==> config.mk <==
export PLATFORM = sky130hd
export DESIGN_NAME = home_cell_particle_streamer_flat
export DESIGN_NICKNAME = d
export VERILOG_FILES = /design/src/rtl/home_cell_particle_streamer_if.sv /design/src/rtl/home_cell_particle_streamer.sv /design/src/flat_wrapper.sv
export SDC_FILE = /design/constraint.sdc
export NUM_CORES = 1
export LEC_CHECK = 0
export ABC_AREA = 1
export CORE_MARGIN = 2
export CORE_UTILIZATION = 26
export DETAILED_ROUTE_END_ITERATION = 12
export GPL_TIMING_DRIVEN = 0
export PLACE_DENSITY = 0.49
export REMOVE_ABC_BUFFERS = 1
export SLEW_MARGIN = 10
export SYNTH_ARGS = -nofsm -noshare
export SYNTH_HDL_FRONTEND = slang
export SYNTH_SLANG_ARGS = --single-unit
==> constraint.sdc <==
create_clock -name clk -period 6.9 [get_ports clk]
set_input_delay 2.07 -clock clk [delete_from_list [all_inputs] [get_ports clk]]
set_output_delay 2.07 -clock clk [all_outputs]
set_load 0.01 [all_outputs]
==> src/rtl/home_cell_particle_streamer_if.sv <==
// home_cell_particle_streamer_if: position cache read port plus particle valid/ready stream
interface home_cell_particle_streamer_if #(
  parameter int DATA_WIDTH = 32,
  parameter int ADDR_WIDTH = 8
);
  logic [ADDR_WIDTH-1:0] cache_rd_address;
  logic cache_rden;
  logic [3*DATA_WIDTH-1:0] cache_rd_data;
  logic [3*DATA_WIDTH-1:0] out_particle_data;
  logic [ADDR_WIDTH-1:0] out_particle_id;
  logic out_valid;
  logic in_ready;
  modport master (
    output cache_rd_address, cache_rden, out_particle_data, out_particle_id, out_valid,
    input cache_rd_data, in_ready
  );
  modport slave (
    input cache_rd_address, cache_rden, out_particle_data, out_particle_id, out_valid,
    output cache_rd_data, in_ready
  );
endinterface

==> src/rtl/home_cell_particle_streamer.sv <==
// home_cell_particle_streamer: sweeps one cell's position cache into a 2-deep valid/ready stream
module home_cell_particle_streamer #(
  parameter int DATA_WIDTH = 32,
  parameter int ADDR_WIDTH = 8,
  parameter int PARTICLE_NUM = 220
) (
  input logic clk,
  input logic rst,
  input logic start,
  input logic motion_update_enable,
  home_cell_particle_streamer_if.master bus,
  output logic [ADDR_WIDTH-1:0] particle_count,
  output logic busy,
  output logic done,
  output logic count_err
);
  localparam int W = 3*DATA_WIDTH;
  localparam logic [ADDR_WIDTH-1:0] PMAX = ADDR_WIDTH'(PARTICLE_NUM);
  typedef enum logic [2:0] {IDLE, RD_CNT, WAIT_CNT, STREAM, DRAIN, DONE} state_t;
  state_t state, nxt;
  logic flush, cnt_issue, rd_issue, pend, rv, push, pop, bad, last, wp, rp;
  logic [1:0] stored;
  logic [2:0] load;
  logic [W-1:0] fifo_data [2];
  logic [ADDR_WIDTH-1:0] fifo_id [2];
  logic [ADDR_WIDTH-1:0] rid, next_addr, rd_addr, cnt_raw, cnt_fix;
  assign flush = rst | motion_update_enable;
  assign cnt_raw = bus.cache_rd_data[ADDR_WIDTH-1:0];
  assign bad = (|bus.cache_rd_data[W-1:ADDR_WIDTH]) || cnt_raw > PMAX;
  assign cnt_fix = bad ? PMAX : cnt_raw;
  // rv marks a particle word on the cache bus this cycle; it bypasses the FIFO when empty
  assign bus.out_valid = stored != 2'd0 || rv;
  assign bus.out_particle_data = stored != 2'd0 ? fifo_data[rp] : rv ? bus.cache_rd_data : '0;
  assign bus.out_particle_id = stored != 2'd0 ? fifo_id[rp] : rv ? rid : '0;
  assign pop = bus.out_valid && bus.in_ready;
  assign push = rv && !(stored == 2'd0 && pop);
  // buffered + returning + in-cache reads; bounding this by 2 is the credit that keeps the FIFO safe
  assign load = 3'(stored) + 3'(rv) + 3'(pend);
  assign rd_addr = state == WAIT_CNT ? ADDR_WIDTH'(1) : next_addr;
  assign last = rd_addr == (state == WAIT_CNT ? cnt_fix : particle_count);
  always_ff @(posedge clk) state <= flush ? IDLE : nxt;
  always_comb begin
    nxt = state;
    case (state)
      IDLE: nxt = start ? RD_CNT : IDLE;
      RD_CNT: nxt = WAIT_CNT;
      WAIT_CNT: nxt = cnt_fix == '0 ? DONE : last ? DRAIN : STREAM;
      STREAM: nxt = rd_issue && last ? DRAIN : STREAM;
      DRAIN: nxt = load == {2'b0, pop} ? DONE : DRAIN;
      default: nxt = IDLE;
    endcase
  end
  always_comb begin
    busy = state != IDLE;
    done = state == DONE;
    cnt_issue = state == IDLE && start && !motion_update_enable;
    rd_issue = (state == WAIT_CNT && cnt_fix != '0) || (state == STREAM && load < (pop ? 3'd3 : 3'd2));
  end
  always_ff @(posedge clk) begin
    if (flush) begin
      bus.cache_rden <= 1'b0;
      bus.cache_rd_address <= '0;
      pend <= 1'b0;
      rv <= 1'b0;
      stored <= 2'd0;
      wp <= 1'b0;
      rp <= 1'b0;
    end else begin
      bus.cache_rden <= cnt_issue | rd_issue;
      bus.cache_rd_address <= cnt_issue ? '0 : rd_issue ? rd_addr : bus.cache_rd_address;
      pend <= rd_issue;
      rv <= pend;
      wp <= push ? ~wp : wp;
      rp <= pop && stored != 2'd0 ? ~rp : rp;
      stored <= stored + 2'(push) - 2'(pop && stored != 2'd0);
    end
  end
  always_ff @(posedge clk) begin
    rid <= bus.cache_rd_address;
    if (rd_issue) next_addr <= rd_addr + ADDR_WIDTH'(1);
    if (push) begin
      fifo_data[wp] <= bus.cache_rd_data;
      fifo_id[wp] <= rid;
    end
  end
  always_ff @(posedge clk) begin
    if (rst) begin
      particle_count <= '0;
      count_err <= 1'b0;
    end else if (cnt_issue) count_err <= 1'b0;
    else if (state == WAIT_CNT && !motion_update_enable) begin
      particle_count <= cnt_fix;
      count_err <= count_err | bad;
    end
  end
endmodule

==> src/flat_wrapper.sv <==
// flat-port wrapper written by rule: the top's interface ports become plain ports
module home_cell_particle_streamer_flat 
#(
  parameter int DATA_WIDTH = 32,
  parameter int ADDR_WIDTH = 8,
  parameter int PARTICLE_NUM = 220
)
  (clk, rst, start, motion_update_enable, particle_count, busy, done, count_err, bus_cache_rd_address, bus_cache_rden, bus_out_particle_data, bus_out_particle_id, bus_out_valid, bus_cache_rd_data, bus_in_ready);
  home_cell_particle_streamer_if #(.DATA_WIDTH(DATA_WIDTH), .ADDR_WIDTH(ADDR_WIDTH)) bus_i ();
  input logic clk;
  input logic rst;
  input logic start;
  input logic motion_update_enable;
  output logic [ADDR_WIDTH-1:0] particle_count;
  output logic busy;
  output logic done;
  output logic count_err;
  output wire logic [$bits(bus_i.cache_rd_address)-1:0] bus_cache_rd_address;
  output wire logic [$bits(bus_i.cache_rden)-1:0] bus_cache_rden;
  output wire logic [$bits(bus_i.out_particle_data)-1:0] bus_out_particle_data;
  output wire logic [$bits(bus_i.out_particle_id)-1:0] bus_out_particle_id;
  output wire logic [$bits(bus_i.out_valid)-1:0] bus_out_valid;
  input wire logic [$bits(bus_i.cache_rd_data)-1:0] bus_cache_rd_data;
  input wire logic [$bits(bus_i.in_ready)-1:0] bus_in_ready;
  assign bus_cache_rd_address = bus_i.cache_rd_address;
  assign bus_cache_rden = bus_i.cache_rden;
  assign bus_out_particle_data = bus_i.out_particle_data;
  assign bus_out_particle_id = bus_i.out_particle_id;
  assign bus_out_valid = bus_i.out_valid;
  assign bus_i.cache_rd_data = bus_cache_rd_data;
  assign bus_i.in_ready = bus_in_ready;
  home_cell_particle_streamer #(.DATA_WIDTH(DATA_WIDTH), .ADDR_WIDTH(ADDR_WIDTH), .PARTICLE_NUM(PARTICLE_NUM)) u_core (.clk(clk), .rst(rst), .start(start), .motion_update_enable(motion_update_enable), .bus(bus_i), .particle_count(particle_count), .busy(busy), .done(done), .count_err(count_err));
endmodule
======== Yosys cells after proc, flatten, opt, wreduce, memory -nomap -nowiden ========
Memories as Yosys holds them, arrays and structs flattened. A register that Yosys moved wholly into a read port is not among the register bits.
Index checks and enable logic that the tools add are counted.
operators by class
  add/subtract/negate cells ............... 5
  multipliers ............................. 0
  divide/modulo/power cells ............... 0
  magnitude comparators ................... 2
  equal/unequal tests ..................... 7
  shifts and indexed selects .............. 0
  multiplexer cells ....................... 20
  bitwise operators ....................... 6
  reductions and logical operators ........ 25
operators by type and width
  operator                                               number
  two-way mux 96 bit                                     2
  OR reduction 88 bit                                    1
  two-way mux 8 bit                                      5
  one-hot mux 3 bit (5 select lines)                     1
  logical AND 1 bit                                      10
  two-way mux 1 bit                                      9
  two-way mux 3 bit                                      3
  adder 8 x 1 -> 8 bit (second input constant)           1
  equality test 8 bit                                    1
  greater-than comparator 8 bit (second input constant)  1
  zero test 8 bit                                        1
  nonzero test 8 bit                                     1
  equality test 3 x 2 -> 1 bit (second input constant)   2
  equality test 3 bit (second input constant)            2
  OR reduction 2 bit                                     2
  adder 2 x 1 -> 3 bit                                   1
  adder 3 x 1 -> 3 bit                                   1
  equality test 3 x 1 -> 1 bit                           1
  equality test 3 x 1 -> 1 bit (second input constant)   1
  zero test 3 bit                                        1
  logical OR 1 bit                                       3
  < comparator 3 bit                                     1
  NOT 1 bit                                              3
  OR 1 bit                                               3
  7 further kinds                                        8
storage, ports and cells
  register bits after elaboration ......... 43
  bits in latches ......................... 0
  RAM bits ................................ 208
  ROM bits ................................ 0
  input port bits ......................... 101
  output and inout port bits .............. 125
  logic and storage cells ................. 79
  memories ................................ 2
memories
  memory            words  bits a word  rd ports  clocked after memory_dff  wr ports  line                               source
  u_core.fifo_data  2      96           1         1                         1         home_cell_particle_streamer.sv:24  logic [W-1:0] fifo_data [2];
  u_core.fifo_id    2      8            1         1                         1         home_cell_particle_streamer.sv:25  logic [ADDR_WIDTH-1:0] fifo_id [2];

======== Logic depth before layout (Yosys ltp) ========
Gate-level depths: netlist of the first run.
  word-level depth ........................ 10
  gate-level depth with buffers ........... 17
  gate-level depth less buffers ........... 16

======== Worst setup path after synthesis of the first run ========
No wires, ideal clock.
  path kind ............................... input-to-reg
  start point ............................. in bus_in_ready
  end point ............................... mem u_core.fifo_data[1][0] (netlist bit), enable pin
  setup time .............................. 0.569 ns
  arrival time ............................ 6.665 ns
  path slack .............................. -0.334 ns
  stages .................................. 3
  path buffers ............................ 0
  cell sequence ........................... a21oi_1 -> inv_1 -> nor2_1
between the ends
  word-level cells in the longest chain between the ends .. 6
RTL lines
  element                                  line                               source
  start, declared                          flat_wrapper.sv:24                 input wire logic [$bits(bus_i.in_ready)-1:0] bus_in_ready;
  logical AND 1 bit                        home_cell_particle_streamer.sv:35  assign pop = bus.out_valid && bus.in_ready;
  logical AND 1 bit                        home_cell_particle_streamer.sv:36  assign push = rv && !(stored == 2'd0 && pop);
  zero test 1 bit                          home_cell_particle_streamer.sv:36
  logical AND 1 bit                        home_cell_particle_streamer.sv:36
  two-way mux 1 bit                        home_cell_particle_streamer.sv:81  if (push) begin
  two-way mux 1 bit (implied by the code)  home_cell_particle_streamer.sv:82  fifo_data[wp] <= bus.cache_rd_data;
  end, declared                            home_cell_particle_streamer.sv:24
No other way between the ends.

======== Worst setup path in the final report of the first run ========
  start point ............................. in bus_cache_rd_data[7]
  end point ............................... out bus_out_particle_data[7]
between the ends
  word-level cells in the longest chain between the ends .. 2
RTL lines
  element                          line                               source
  start, declared                  flat_wrapper.sv:23                 input wire logic [$bits(bus_i.cache_rd_data)-1:0] bus_cache_rd_data;
  two-way mux 96 bit (2 in a row)  home_cell_particle_streamer.sv:33  assign bus.out_particle_data = stored != 2'd0 ? fifo_data[rp] : rv ? bus.cache_rd_data : '0;
  end, declared                    flat_wrapper.sv:20                 output wire logic [$bits(bus_i.out_particle_data)-1:0] bus_out_particle_data;
No other way between the ends.

==> results of run 1 <==
routing by layer:
| metal | GRT usage [%] | vias to the layer above | share of wire, % |
|---|---|---|---|
| met2 | 24.9 | 221 | 48 |
| met5 | 0 | - | 0 |
| met1 | 19.7 | 4084 | 46 |
| met4 | 3.50 | 0 | 1.8 |
| li1 | - | 4043 | - |
| met3 | 2.54 | 36 | 4.8 |
state kept, by name (all words and copies together) (netlist names), named ones only:
name and cells:
u_core.fifo_data 192, u_core.bus.cache_rd_address 8, u_core.state 3, u_core.particle_count 8, u_core.bus.cache_rden 1, u_core.rid 8, u_core.next_addr 8, u_core.stored 2
u_core.count_err 1, u_core.pend 1, u_core.fifo_id 16, u_core.wp 1, u_core.rv 1, u_core.rp 1
through the flow:
step | cell area [µm²] | TNS [ps] | std cells | hold WS (ps) | utilization (%)
final | 14800 | 0 | 1783 | 377 | 36.3
after global routing | 14800 | 0 | 1783 | 386 | 36.3
after CTS | 14800 | 0 | 1783 | 380 | 36.3
after detailed placement | 13900 | 0 | 1729 | 369 | 34.1
after global placement | 13400 | -2154850 | 1711 | 368 | 32.9
after floorplan | 10500 | -119610 | 954 | 393 | -
power by group through the flow:
stage | Clock, µW | Combinational, µW | Sequential, µW
after CTS | 1520 | 125 | 1650
after floorplan | 0 | 25.6 | 1690
after detailed placement | 0 | 124 | 1690
after global routing | 1570 | 136 | 1650
after global placement | 0 | 122 | 1690
final | 1460 | 124 | 1650
synthesized netlist by cell type (all sizes together):
| library cell | number | area [µm²] |
|---|---|---|
| nor4 | 1 | 6.26 |
| o21ai | 214 | 1070 |
| edfxtp | 216 | 6490 |
| nand4 | 5 | 31.3 |
| a21oi | 22 | 110 |
| o22ai | 9 | 56.3 |
| xnor2 | 5 | 43.8 |
| clkbuf | 52 | 195 |
| nor3 | 5 | 25.0 |
| o211ai | 1 | 7.51 |
| fa | 1 | 20.0 |
| clkinv | 1 | 5.00 |
| nor3b | 1 | 7.51 |
| inv | 42 | 158 |
| dfxtp | 36 | 721 |
| xor2 | 5 | 43.8 |
| buf | 6 | 31.3 |
| nor2 | 189 | 744 |
| or2 | 2 | 12.5 |
| a31oi | 5 | 31.3 |
| ha | 5 | 62.6 |
| nand2 | 75 | 297 |
| nand3 | 113 | 581 |
| o221a | 1 | 11.3 |
worst paths after layout:
check / from / end / slack, ps / depth (start not counted)
max: bus_cache_rd_data[7] / bus_out_particle_data[7] / 1150 / 4
min: u_core.bus.cache_rd_address[2]$_SDFFE_PP0P_ / u_core.rid[2]$_DFF_P_ / 380 / 0
max reg2reg: u_core.rv$_SDFF_PP0_ / u_core.bus.cache_rd_address[1]$_SDFFE_PP0P_ / 3950 / 11
min reg2reg: u_core.bus.cache_rd_address[2]$_SDFFE_PP0P_ / u_core.rid[2]$_DFF_P_ / 380 / 0
logic make-up after synthesis:
| logic type | count (synthesis) | share of synthesized area, % |
|---|---|---|
| and+or+nand+nor | 391 | 15.8 |
| AOI/OAI and AO/OA | 252 | 12.0 |
| xor gates and xnor gates | 10 | 0.814 |
| DFF | 252 | 67.0 |
| adders and majority gates | 6 | 0.768 |
| buffers and inverters | 101 | 3.62 |
layout by cell type (no fill, tap or decap), types with 7 or more instances in the layout:
cell type / Yosys / routed
o21ai_1: 54 / 54
o21ai_0: 160 / 160
nor2_1: 183 / 180
dfxtp_1: 36 / 34
nand2_1: 71 / 71
a21oi_1: 22 / 22
inv_1: 36 / 36
clkinv_1: 0 / 9
clkinv_2: 1 / 8
nor2_4: 4 / 7
edfxtp_1: 216 / 216
buf_12: 0 / 7
clkdlybuf4s50_1: 0 / 225
buf_16: 0 / 11
o22ai_1: 9 / 9
nand3_1: 110 / 110
clkbuf_16: 0 / 31
critical path, stage by stage:
cell and delay (ps):
clkdlybuf4s50_1 590, inv_1 130, o22ai_1 240, clkdlybuf4s50_1 650
layout make-up:
class	count	share of cell area (%)
flip-flops and latches	252	48.6
clock buffers	35	5.33
clock inverters	19	0.776
well taps	532	4.49
inverters	43	1.15
multi-input cells	659	21.5
repair buffers	243	18.2
==> results by group, run 1 <==
Status
  • Run status: complete, no violations

Pwr
  • P_sw: 677 µW
  • Power Density: 219 nW/µm²
  • Leakage: approximately 0.0048 µW
  • Flop pwr share: 51.0%
  • Int Power: between 2000 and 3000 µW
  • Clock network fraction of design power: 45.1%
  • Gate power share: 3.8%
  • Post-layout total power: 3240 µW
  • Switching Fraction: 20.9%
  • Maximum vdd drop: 0.000163 V

Worst setup path
  • Critical path class: primary input to primary output
  • CP arrival: 3680 ps
  • Worst path required time: 4830 ps
  • Crit start category: primary input
  • Critical Path Fanout Max: 5
  • Crit. End Element: primary output

Timing
  • Fmax: ~170 MHz
  • Worst slew pin tran: 795 ps
  • Slew HR: a little under half
  • RSZ-0062 raised after global routing: false
  • Final setup fails: 0
  • PnR worst setup slack: around 1100 ps
  • Setup Skew: 15.7 ps
  • Fin crit share: a little over four fifths
  • Hold Fails Final Rpt: 0
  • Final Max Tran Viols: 0
  • Crit path time final: 5750 ps

Flow run
  • Max-Cap Viols: 0

Synthesis
  • Synth Register Bits: 252
  • Synth Instances: a little over 1k
  • Mean Syn Cell Area: 10.6 µm²
  • Synth warn: 0
  • Synth unique cells: 34
  • Sequential fraction of the synthesis area: 67.0%
  • Mapped cell area: 10800 µm²

Route
  • Vias per cell: roughly 4.7
  • Number of remaining DRC errors: 0
  • Final wirelength: 32600 µm
  • DR iter-0 viols: 463
  • Detail Route Antenna Nets: 0
  • WL per Instance: 18.3 µm
  • Routed vias: 8384
  • Initial DRT Pass Iterations: 5

Global route
  • GRT Overall Usage: 14.7%
  • Vias in the first global route: around 8.5k
  • Initial antenna violation count: 0
  • Largest net degree at the start of global routing: 59
  • First-pass GRT wire length: about 50000 µm
  • Total global routing overflow: 0

Clock tree
  • # H-tree levels: 1
  • Post-CTS Setup Inserts: 0
  • TritonCTS clock tree: yes
  • Clock sinks: 252
  • # resized after CTS: 0
  • Clock Path Buffers: 3
  • Later-pin clock latency in the skew report: 560 ps
  • Clk pin slew, worst setup/hold paths: 60 ps
  • Clock root buffer master: clkbuf_16
  • CTS buffer count: 30
  • Hold buffers post-CTS: 0

Floorplan
  • Num ports: 226
  • # rows: 74
  • Initial core utilization: 26.3%
  • Placeable core region: 40800 µm²
  • Die Ht: 207 µm
  • Die width: 207 µm
  • Die ar.: 43000 µm²

Final layout
  • FF+latch area: 7210 µm²
  • Ant. Diodes: 0
  • # fillers: between 4k and 5k
  • Fin nets: 1336
  • Area Overhead vs Synth: 37.9%
  • Area of the multi-input gates: 3180 µm²
  • Layout cells sized above 1: under 10%

Placed design
  • Port Buffers: 225
  • DP Wirelength: between 20000 and 25000 µm
  • Gpl congestion: 0.733
  • Pre-CTS setup slack: 1130 ps

Hold path
  • Worst hold path class: flip-flop to flip-flop
(Power assumes the default switching activity.)
==> inputs of run 2 (changes only) <==
--- a/config.mk
+++ b/config.mk
@@ -10,7 +10,7 @@
 export CORE_UTILIZATION = 26
 export DETAILED_ROUTE_END_ITERATION = 12
 export GPL_TIMING_DRIVEN = 0
-export PLACE_DENSITY = 0.49
+export PLACE_DENSITY = 0.47
 export REMOVE_ABC_BUFFERS = 1
 export SLEW_MARGIN = 10
 export SYNTH_ARGS = -nofsm -noshare
==> constraint.sdc (replaced) <==
create_clock -name clk -period 5.8 [get_ports clk]
set_input_delay 1.74 -clock clk [delete_from_list [all_inputs] [get_ports clk]]
set_output_delay 1.74 -clock clk [all_outputs]
set_load 0.01 [all_outputs]
==> results by group, run 2 (same netlist as run 1, synthesis figures left out) <==
Floorplan
  • Placeable core region: 40800 µm²
  • Num ports: 226
  • Die ar.: 43000 µm²
  • # rows: 74
  • Initial core utilization: 26.3%
  • Die width: 207 µm
  • Die Ht: 207 µm

Global route
  • Largest net degree at the start of global routing: 69
  • First-pass GRT wire length: 50900 µm
  • Initial antenna violation count: 2
  • GRT Overall Usage: about 15%
  • Vias in the first global route: 8388
  • Total global routing overflow: 0

Route
  • Vias per cell: around 4.8
  • DR iter-0 viols: 545
  • Final wirelength: 33200 µm
  • Detail Route Antenna Nets: 0
  • Routed vias: 8479
  • Initial DRT Pass Iterations: 5
  • WL per Instance: approximately 19 µm
  • Number of remaining DRC errors: 0

Timing
  • Hold Fails Final Rpt: 0
  • Setup Skew: 13.1 ps
  • Worst slew pin tran: 851 ps
  • Final hold slack: 377 ps
  • Slew HR: 43.1%
  • Fmax: roughly 200 MHz
  • Final Max Tran Viols: 0
  • Crit path time final: between 5000 and 6000 ps
  • PnR worst setup slack: 674 ps
  • Fin crit share: 88.4%
  • Final setup fails: 0
  • RSZ-0062 raised after global routing: false

Pwr
  • Flop pwr share: 50.4%
  • Maximum vdd drop: 0.000194 V
  • Switching Fraction: 20.8%
  • Clock network fraction of design power: 45.8%
  • P_sw: slightly above 800 µW
  • Post-layout total power: 3910 µW
  • Int Power: ~3100 µW
  • Gate power share: 3.8%
  • Leakage: 0.00480 µW
  • Power Density: 264 nW/µm²

Final layout
  • Fin nets: around 1.3k
  • Most common cell after layout, fill and taps aside: clkdlybuf4s50_1
  • Top flop regs: u_core.fifo_data x192, u_core.fifo_id x16
  • Most frequent cells in the layout: clkdlybuf4s50_1, edfxtp_1, nor2_1, o21ai_0, nand3_1
  • Area of the multi-input gates: 3180 µm²
  • FF+latch area: 7210 µm²
  • Layout cells sized above 1: approximately 6.9%
  • Design area: 14800 µm²
  • Area Overhead vs Synth: 37.7%
  • Max reg flops: 192
  • Utilization after layout: between 30% and 40%
  • Largest Register: u_core.fifo_data
  • # fillers: 4090

Clock tree
  • TritonCTS clock tree: yes
  • Clock Path Buffers: 3
  • Later-pin clock latency in the skew report: roughly 560 ps
  • # H-tree levels: 1
  • CTS buffer count: 30
  • Post-CTS Setup Inserts: 0
  • # resized after CTS: 0
  • Hold buffers post-CTS: 0
  • Clk pin slew, worst setup/hold paths: about 60 ps
  • Clock root buffer master: clkbuf_16
  • Clock sinks: 252

Placed design
  • Gpl congestion: 0.745
  • Pre-CTS setup slack: 661 ps
  • Port Buffers: 225
  • Area of placed instances: 13900 µm²
  • DP Wirelength: 21300 µm

Worst setup path
  • CP top delay family: buffers and inverters
  • CP arrival: 3390 ps
  • Crit. End Element: primary output
  • WP buf/inv: 3
  • Slowest CP cell: clkdlybuf4s50_1
  • Critical path, cell by cell: clkdlybuf4s50_1, inv_1, o22ai_1, clkdlybuf4s50_1
  • Critical Path Max Stage Delay: 670 ps
  • Critical Path Fanout Max: 5
  • Critical path class: primary input to primary output
  • Worst path required time: 4060 ps
  • Crit start category: primary input
  • Most frequent CP cell: clkdlybuf4s50_1

Status
  • Run status: complete, no violations

Flow run
  • Max-Cap Viols: 0

Hold path
  • Worst hold path class: flip-flop to flip-flop
==> run 2: cell count changes in the layout (fill, tap and decap cells not counted), sizes merged <==
cell and change:
clkinv -3, clkbuf +5, buf -2, diode +2, inv -1
==> run 2: worst paths after layout <==
| check | startpoint | to | slack (ps) | depth (start not counted) |
|---|---|---|---|---|
| hold / removal | u_core.bus.cache_rd_address[4]$_SDFFE_PP0P_ | u_core.rid[4]$_DFF_P_ | 380 | 0 |
| setup reg to reg | u_core.rv$_SDFF_PP0_ | u_core.bus.cache_rd_address[5]$_SDFFE_PP0P_ | 2890 | 10 |
| hold reg to reg | u_core.bus.cache_rd_address[4]$_SDFFE_PP0P_ | u_core.rid[4]$_DFF_P_ | 380 | 0 |
| setup / recovery | bus_cache_rd_data[2] | bus_out_particle_data[2] | 670 | 4 |
==> run 2: cell type report <==
class	count	area share [%]
flip-flops and latches	252	48.7
multi-input cells	659	21.5
inverters	43	1.15
clock buffers	40	5.67
clock inverters	15	0.676
repair buffers	241	17.8
well taps	532	4.49
diodes	2	0.0338
==> run 2: per-stage QoR <==
step	std cells	TNS (ps)
3_5_place_dp	1727	0
5_1_grt	1784	0
6_report	1784	0
4_1_cts	1782	0
3_3_place_gp	1711	-2560660
2_1_floorplan	954	-429590
==> run 2: routing by layer <==
layer / vias up / share of wire [%] / wire length, µm / track usage [%]
li1: 4051 / - / - / -
met1: 4149 / 45 / 15000 / 20.4
met2: 232 / 47 / 15700 / 24.2
met3: 47 / 5.6 / 1870 / 2.98
met4: 0 / 2.0 / 667 / 3.99
met5: - / 0 / 0 / 0
==> run 2: power by group through the flow <==
stage | sequential, µW | clock (µW) | combinational, µW
after floorplan | 2010 | 0 | 30.5
after CTS | 1970 | 1850 | 149
final | 1970 | 1790 | 148
after global placement | 2010 | 0 | 145
after detailed placement | 2010 | 0 | 148
after global routing | 1970 | 1930 | 162
==> inputs of run 3 (changes only) <==
--- a/config.mk
+++ b/config.mk
@@ -8,6 +8,7 @@
 export ABC_AREA = 1
 export CORE_MARGIN = 2
 export CORE_UTILIZATION = 26
+export CTS_CLUSTER_SIZE = 14
 export DETAILED_ROUTE_END_ITERATION = 12
 export GPL_TIMING_DRIVEN = 0
 export PLACE_DENSITY = 0.47
==> results of run 3 <==
No change in the layout: final DEF, timing and power equal those of run 2.
